`src/rtl/block_slot_manager.sv`:
```
// block_slot_manager: double-buffered candidate block store.
// A producer fills the shadow bank one block per cycle; a frame start while
// the shadow list is complete copies it to the active bank in one cycle, so
// the selector never sees candidates move mid-frame.
// Optional feature macro: BLOCK_SLOT_STATS_EN adds stale-frame and
// dropped-list saturating counters.
module block_slot_manager #(
    parameter int          NUM_SLOTS = 12,
    parameter logic [13:0] FAR_Z     = 14'h3FFF
) (
    input  logic                    clk_in,
    input  logic                    rst_in,
    input  logic                    frame_start_in,
    input  logic                    blk_valid_in,
    output logic                    blk_ready_out,
    input  logic [11:0]             blk_x_in,
    input  logic [11:0]             blk_y_in,
    input  logic [13:0]             blk_z_in,
    input  logic                    blk_color_in,
    input  logic [2:0]              blk_direction_in,
    input  logic [7:0]              blk_id_in,
    input  logic                    list_done_in,
    output logic [NUM_SLOTS*12-1:0] block_x_out,
    output logic [NUM_SLOTS*12-1:0] block_y_out,
    output logic [NUM_SLOTS*14-1:0] block_z_out,
    output logic [NUM_SLOTS-1:0]    block_color_out,
    output logic [NUM_SLOTS*3-1:0]  block_direction_out,
    output logic [NUM_SLOTS*8-1:0]  block_ID_out,
    output logic [NUM_SLOTS-1:0]    block_visible_out,
`ifdef BLOCK_SLOT_STATS_EN
    output logic [15:0]             stale_frames_out,
    output logic [7:0]              dropped_lists_out,
`endif
    output logic                    swap_out,
    output logic                    pending_out
);

    localparam int IDX_W = $clog2(NUM_SLOTS + 1);
    localparam logic [IDX_W-1:0] FULL_IDX = IDX_W'(NUM_SLOTS);
    localparam logic [IDX_W-1:0] LAST_IDX = IDX_W'(NUM_SLOTS - 1);

    typedef struct packed {
        logic [11:0] x;
        logic [11:0] y;
        logic [13:0] z;
        logic        color;
        logic [2:0]  dir;
        logic [7:0]  id;
        logic        visible;
    } slot_t;

    localparam slot_t EMPTY_SLOT = '{x: 12'd0, y: 12'd0, z: FAR_Z, color: 1'b0,
                                     dir: 3'd0, id: 8'd0, visible: 1'b0};

    typedef enum logic {ST_LOAD, ST_WAIT} state_t;

    state_t           state, state_next;
    logic [IDX_W-1:0] wr_idx;
    logic             accept;
    logic             commit;
    slot_t            shadow [NUM_SLOTS];
    slot_t            active [NUM_SLOTS];
    slot_t            incoming;

    assign blk_ready_out = (state == ST_LOAD) && (wr_idx < FULL_IDX);
    assign accept        = blk_valid_in && blk_ready_out;
    assign pending_out   = (state == ST_WAIT);
    assign incoming      = '{x: blk_x_in, y: blk_y_in, z: blk_z_in, color: blk_color_in,
                             dir: blk_direction_in, id: blk_id_in, visible: 1'b1};

    // Next-state logic: a full list or list_done closes the list; frame start commits it.
    always_comb begin
        state_next = state;
        commit     = 1'b0;
        case (state)
            ST_LOAD: if (list_done_in || (accept && wr_idx == LAST_IDX)) state_next = ST_WAIT;
            ST_WAIT: if (frame_start_in) begin
                state_next = ST_LOAD;
                commit     = 1'b1;
            end
            default: state_next = ST_LOAD;
        endcase
    end

    // State register, write index and the post-commit swap pulse.
    always_ff @(posedge clk_in or posedge rst_in) begin
        if (rst_in) begin
            state    <= ST_LOAD;
            wr_idx   <= '0;
            swap_out <= 1'b0;
        end else begin
            state    <= state_next;
            swap_out <= commit;
            if (commit)      wr_idx <= '0;
            else if (accept) wr_idx <= wr_idx + 1'b1;
        end
    end

    // Shadow bank: filled by accepted blocks, emptied as soon as it is committed.
    always_ff @(posedge clk_in or posedge rst_in) begin
        if (rst_in) begin
            for (int i = 0; i < NUM_SLOTS; i++) shadow[i] <= EMPTY_SLOT;
        end else if (commit) begin
            for (int i = 0; i < NUM_SLOTS; i++) shadow[i] <= EMPTY_SLOT;
        end else if (accept) begin
            shadow[wr_idx] <= incoming;
        end
    end

    // Active bank: changes only on a commit, all slots at once.
    always_ff @(posedge clk_in or posedge rst_in) begin
        if (rst_in) begin
            for (int i = 0; i < NUM_SLOTS; i++) active[i] <= EMPTY_SLOT;
        end else if (commit) begin
            for (int i = 0; i < NUM_SLOTS; i++) active[i] <= shadow[i];
        end
    end

    for (genvar g = 0; g < NUM_SLOTS; g++) begin : g_pack
        assign block_x_out[g*12 +: 12]        = active[g].x;
        assign block_y_out[g*12 +: 12]        = active[g].y;
        assign block_z_out[g*14 +: 14]        = active[g].z;
        assign block_color_out[g]             = active[g].color;
        assign block_direction_out[g*3 +: 3]  = active[g].dir;
        assign block_ID_out[g*8 +: 8]         = active[g].id;
        assign block_visible_out[g]           = active[g].visible;
    end

`ifdef BLOCK_SLOT_STATS_EN
    // Saturating counts of frames shown stale and list_done pulses arriving while waiting.
    always_ff @(posedge clk_in or posedge rst_in) begin
        if (rst_in) begin
            stale_frames_out  <= '0;
            dropped_lists_out <= '0;
        end else begin
            if (frame_start_in && state == ST_LOAD && stale_frames_out != 16'hFFFF)
                stale_frames_out <= stale_frames_out + 16'd1;
            if (list_done_in && state == ST_WAIT && dropped_lists_out != 8'hFF)
                dropped_lists_out <= dropped_lists_out + 8'd1;
        end
    end
`endif

endmodule

```
`config.mk`:
```
export PLATFORM = sky130hd
export DESIGN_NAME = block_slot_manager
export DESIGN_NICKNAME = d
export VERILOG_FILES = /design/src/rtl/block_slot_manager.sv
export SDC_FILE = /design/constraint.sdc
export NUM_CORES = 2
export LEC_CHECK = 0
export BUFFER_PORTS_ARGS = -buffer_cell sky130_fd_sc_hd__buf_2
export CAP_MARGIN = 20
export CELL_PAD_IN_SITES_DETAIL_PLACEMENT = 1
export CELL_PAD_IN_SITES_GLOBAL_PLACEMENT = 1
export CORE_MARGIN = 2
export CORE_UTILIZATION = 45
export DETAILED_ROUTE_END_ITERATION = 10
export PLACE_DENSITY = 0.87
export SKIP_LAST_GASP = 1
export SLEW_MARGIN = 30
export SYNTH_ARGS = -nofsm -noshare
export SYNTH_HDL_FRONTEND = slang
export SYNTH_SLANG_ARGS = --single-unit
```
`constraint.sdc`:
```
create_clock -name clk_in -period 41.1 [get_ports clk_in]
set_input_delay 2.055 -clock clk_in [delete_from_list [all_inputs] [get_ports clk_in]]
set_output_delay 2.055 -clock clk_in [all_outputs]
set_load 0.05 [all_outputs]
```
## Word level (Yosys, flattened, before mapping)

Index checks and enable logic that the tools add are counted.

| word-level totals | value |
|---|---|
| logic and storage cells | 196 |
| output and inout bits | 615 |
| bits in registers | 1230 |
| bits of input ports | 55 |

| cells by class | value |
|---|---|
| multiplexer cells | 12 |
| magnitude comparators | 3 |
| equality and inequality tests | 1 |
| bitwise operators | 2 |
| reduce and logical (&&, ||, !) cells | 6 |
| add/subtract/negate cells | 1 |

Operators by type and width:

| operator | number |
|---|---|
| 612-bit two-way mux | 2 |
| 612-bit bitwise mux | 1 |
| 51-bit demux with 4-bit select | 1 |
| 51-bit two-way mux | 1 |
| 4-bit two-way mux | 2 |
| 5-bit >= comparator (second input constant) | 1 |
| 5-bit by 1-bit less-than comparator with 1-bit output (second input constant) | 1 |
| 4-bit NOT with 5-bit output | 1 |
| 4-bit by 1-bit adder with 4-bit output (second input constant) | 1 |
| 4-bit equality test (second input constant) | 1 |
| 1-bit logical AND | 4 |
| 4-bit less-than comparator (second input constant) | 1 |
| 1-bit two-way mux | 4 |
| 1-bit case mux with 2 select lines | 1 |
| 2-bit nonzero test | 1 |
| 1-bit logical OR | 1 |
| 1-bit NOT | 1 |

## Logic depth before layout (Yosys ltp)

| depth | value |
|---|---|
| depth in word-level cells | 8 |
| depth in mapped cells | 8 |
| depth with buffers taken out | 5 |

## Least setup slack after synthesis

OpenSTA, ideal clock, no wires.

| timing | value |
|---|---|
| path kind | register -> output |
| start point | register state, in the netlist pending_out |
| end point | output port blk_ready_out |
| stages on the path, launching flop included | 3 |
| path buffers | 1 |
| arrival time | 1448 ps |
| data required time | 39045 ps |
| setup slack | 37597 ps |
| path through | dfrtp_1 buf_4 nor2_1 |

| on the way | value |
|---|---|
| longest elaborated chain between the ends | 2 |

RTL lines:

| element | RTL line | RTL |
|---|---|---|
| from (decl) | 57 | `state_t state, state_next;` |
| from (signal assigned) | 92 | `state <= state_next;` |
| 1-bit NOT | - |  |
| 1-bit logical AND | 65 | `assign blk_ready_out = (state == ST_LOAD) && (wr_idx < FULL_IDX);` |
| to (decl) | 15 | `output logic blk_ready_out,` |

No other way between the ends.

## Final worst setup path

| timing | value |
|---|---|
| start point | input port frame_start_in |
| end point | register shadow[350] (netlist name) |

| on the way | value |
|---|---|
| longest elaborated chain between the ends | 3 |
| elaborated cells between the ends (all ways) | 4 |
| classes of those cells | 3 x mux; 1 x reduce/logical |

RTL lines:

| element | RTL line | RTL |
|---|---|---|
| from (decl) | 13 | `input logic frame_start_in,` |
| 1-bit two-way mux * | 77 | `ST_WAIT: if (frame_start_in) begin` |
| 1-bit two-way mux * | 75 | `case (state)` |
| 612-bit two-way mux or 2-bit nonzero test (tied branches) | - |  |
| to (signal, indexed assignment) | 106 | `shadow[wr_idx] <= incoming;` |
| to (decl) | 61 | `slot_t shadow [NUM_SLOTS];` |

Mark *: on every way between the ends. The rest lies on a longest branch, timed or not.
A chain may end at the register's enable or synchronous reset.

==> impl_metrics.tcl <==
set metrics [dict create \
    cts_root_buf "clkbuf_16" \
    min_path_type "reg2reg" \
    vias 36100 \
    post-place-cells 6484 \
    worstReg2RegEnd "shadow[350]" \
    power_density_nw_per_um2 55.7 \
    drtIter0Drc 2720 \
    slew_headroom_pct 32.8 \
    synth.area.top_cells "dfrtp_1 46%, dfstp_2 18%, nand2_1 17%" \
    cpMostUsedCell "buf_4" \
    cap_violations 0 \
    cts_setup_buffers 0 \
    finalHoldViolCount 0 \
    rr_worst_depth 6 \
    htree_levels 4 \
    drc_errors 0 \
    synthArstFlopShare_pct 100 \
    grt_pass1_wl_mm 246 \
    yosysTopAreaCell "dfrtp_1" \
    fillCellCount 11700 \
    p_total_mw 3.18 \
    clkTransAtPathRegs_ns 0.06 \
    drt-vias-per-instance 5.36 \
    crit_path_start_kind "input port" \
    fin_ws_ns 35.82 \
    wl_per_cell_um 24.0 \
    synth_fp_nets 4753 \
    synth_seq_cells 1230 \
    cts_tree "built" \
    yosysWarnings 0 \
    drt_wl_total_mm 162 \
    ctsResizeCount 0 \
    start_util_pct 45.3 \
    io_buffer_count 669 \
    die_w_um 332 \
    antenna_found_initial 1 \
    synthFlopType "dfrtp_1" \
    area_growth_syn_to_layout_pct 17.6 \
    diodes 0 \
    syn-instance-count 4694 \
    die-area_um2 110000 \
    setup_viol 0 \
    arrival_ns 5.93 \
    synth_top_area_share_pct 46.1 \
    cp-end-kind "register" \
    fin_cells 6724 \
    status "completed" \
    grt_start_max_net_pins 175 \
    hpwlAfterDp_mm 99.0 \
    fin_setup_tns_ns 0 \
    ff2ff_setup_slack_ns 36.59 \
    grt_pass1_vias 40200 \
    worstReg2RegStart "pending_out" \
    gp_congestion 0.812 \
    ys_top_cells_by_count "2259 x nand2_1, 894 x dfrtp_1, 600 x mux2i_1" \
    dp_slack_ns 35.17 \
    cp_slowest_cell "buf_4" \
    top_level_ports 670 \
    synthDistinctLibCells 27 \
    die_h_um 332 \
    holdWs_ns 0.440 \
    dr.pass1.iters 5 \
    yosysMostFrequentCell "nand2_1" \
    ir_drop_v 0.0000367 \
    core_um2 107000 \
    clock_sinks 1230 \
    min_period_over_period_pct 12.9 \
    rsz0062_at_grt "no" \
    ctsHoldBuffers 0 \
    clock_skew_ns 0.0444 \
    grt.total_usage_pct 29.2 \
    grt_overflow 0 \
    final_max_slew_viol_count 0 \
    avgSynthCellArea_um2 10.3 \
    final_nets 5274 \
    worstPathMaxFanout 88 \
    drive_above_1_share_pct 23.9 \
    crit_chain "buf_2 > nand2_4 > buf_4 > buf_4 > buf_4 > nand2_1 > mux2i_1" \
    worstSetupStartpoint "frame_start_in" \
    cts_buffer_depth 3 \
    syn-cell-area_um2 48500 \
    ys_seq_area_share_pct 64.3 \
    p_leak_nw 31.5 \
    synth_edf_count 0 \
    antenna_left 0 \
    path_class "in2reg" \
    slowest_delay_ns 0.89 \
    clock.fmax_ghz 0.189 \
    tightest_slew_ns 1.01 \
    required_ns 41.74 \
    insertion_delay_ns 0.77 \
    cts_buffers 131 \
    layout_min_cycle_time_ns 5.28 \
    rows 120 \
    endpoint "shadow[350]" \
]
==> registers in the layout, indices dropped and copies added (netlist names) <==
signal,count
block_visible_out,12
wr_idx,4
swap_out,1
block_direction_out,36
block_x_out,144
shadow,612
pending_out,1
block_z_out,168
block_ID_out,96
block_y_out,144
block_color_out,12
==> cells in the final DEF, fill, tap and decap left out, types with 4 or more instances in the layout <==
cell type	Yosys	routed
buf_4	31	19
buf_12	0	5
nor2_4	0	4
clkbuf_1	145	34
nor2_1	171	171
ha_1	4	4
o21a_1	6	6
buf_2	117	669
nand2_1	2259	2256
buf_6	20	14
nand3_4	0	4
dfrtp_1	894	894
clkbuf_8	0	27
bufinv_16	0	11
clkinv_8	0	4
clkbuf_16	0	131
inv_1	60	55
inv_6	0	6
a21oi_1	9	9
mux2i_1	600	600
clkinv_2	0	19
dfstp_2	336	336
o21ai_0	8	8
==> area by class of cell <==
class                           count  area [µm²]  area share, %
Sequential cell                  1230       31200           54.7
Multi-Input combinational cell   3082       15600           27.3
Timing Repair Buffer              710        3830           6.71
Clock buffer                      192        3780           6.62
Tap cell                         1403        1760           3.08
Clock inverter                     47         681           1.19
Inverter                           60         245          0.430
==> worst max-delay path, delay by kind of cell <==
| family | cells | cell delay [ns] |
|---|---|---|
| and+or+nand+nor | 2 | 0.82 |
| muxes | 1 | 0.24 |
| buffers and inverters | 4 | 2.65 |
==> how the worst min path moves through the flow <==
stage | startpoint | end | slack (ns) | cells after the start
floorplan | shadow[220] | block_z_out[101] | 0.43 | 2
global route | shadow[531] | block_z_out[22] | 0.47 | 2
global placement | shadow[67] | block_z_out[143] | 0.44 | 2
detailed placement | shadow[474] | block_z_out[30] | 0.44 | 2
finish | shadow[76] | block_z_out[152] | 0.44 | 2
CTS | shadow[76] | block_z_out[152] | 0.45 | 2
==> stage by stage <==
stage | area [µm²] | utilization (%)
after CTS | 57000 | 53.3
final | 57100 | 53.3
after global placement | 52500 | 49.0
after global routing | 57100 | 53.3
after floorplan | 48500 | -
after detailed placement | 52600 | 49.1
==> report_power, final <==
part | leakage (nW) | switching [mW] | internal (mW) | total (mW)
combinational | 13.3 | 0.434 | 0.100 | 0.534
clock | 2.19 | 0.520 | 0.715 | 1.24
sequential | 15.9 | 0.0731 | 1.34 | 1.41
==> cells by family after synthesis <==
logic type / count (synthesis) / share of synthesized area (%)
AO/OA/AOI/OAI: 26 / 0.322
adder cells (fa/ha/maj): 4 / 0.103
buffers and inverters: 382 / 3.81
flip-flops: 1230 / 64.3
multiplexers: 600 / 12.4
AND/OR/NAND/NOR: 2452 / 19.1
==> metal layers <==
layer,up-vias,share of wire [%],GRT usage (%)
met2,1154,51,50.3
met5,-,0.0080,0
li1,15600,-,-
met3,465,4.7,5.58
met4,2,7.0,19.1
met1,18800,38,33.3
(Power assumes the default switching activity.)
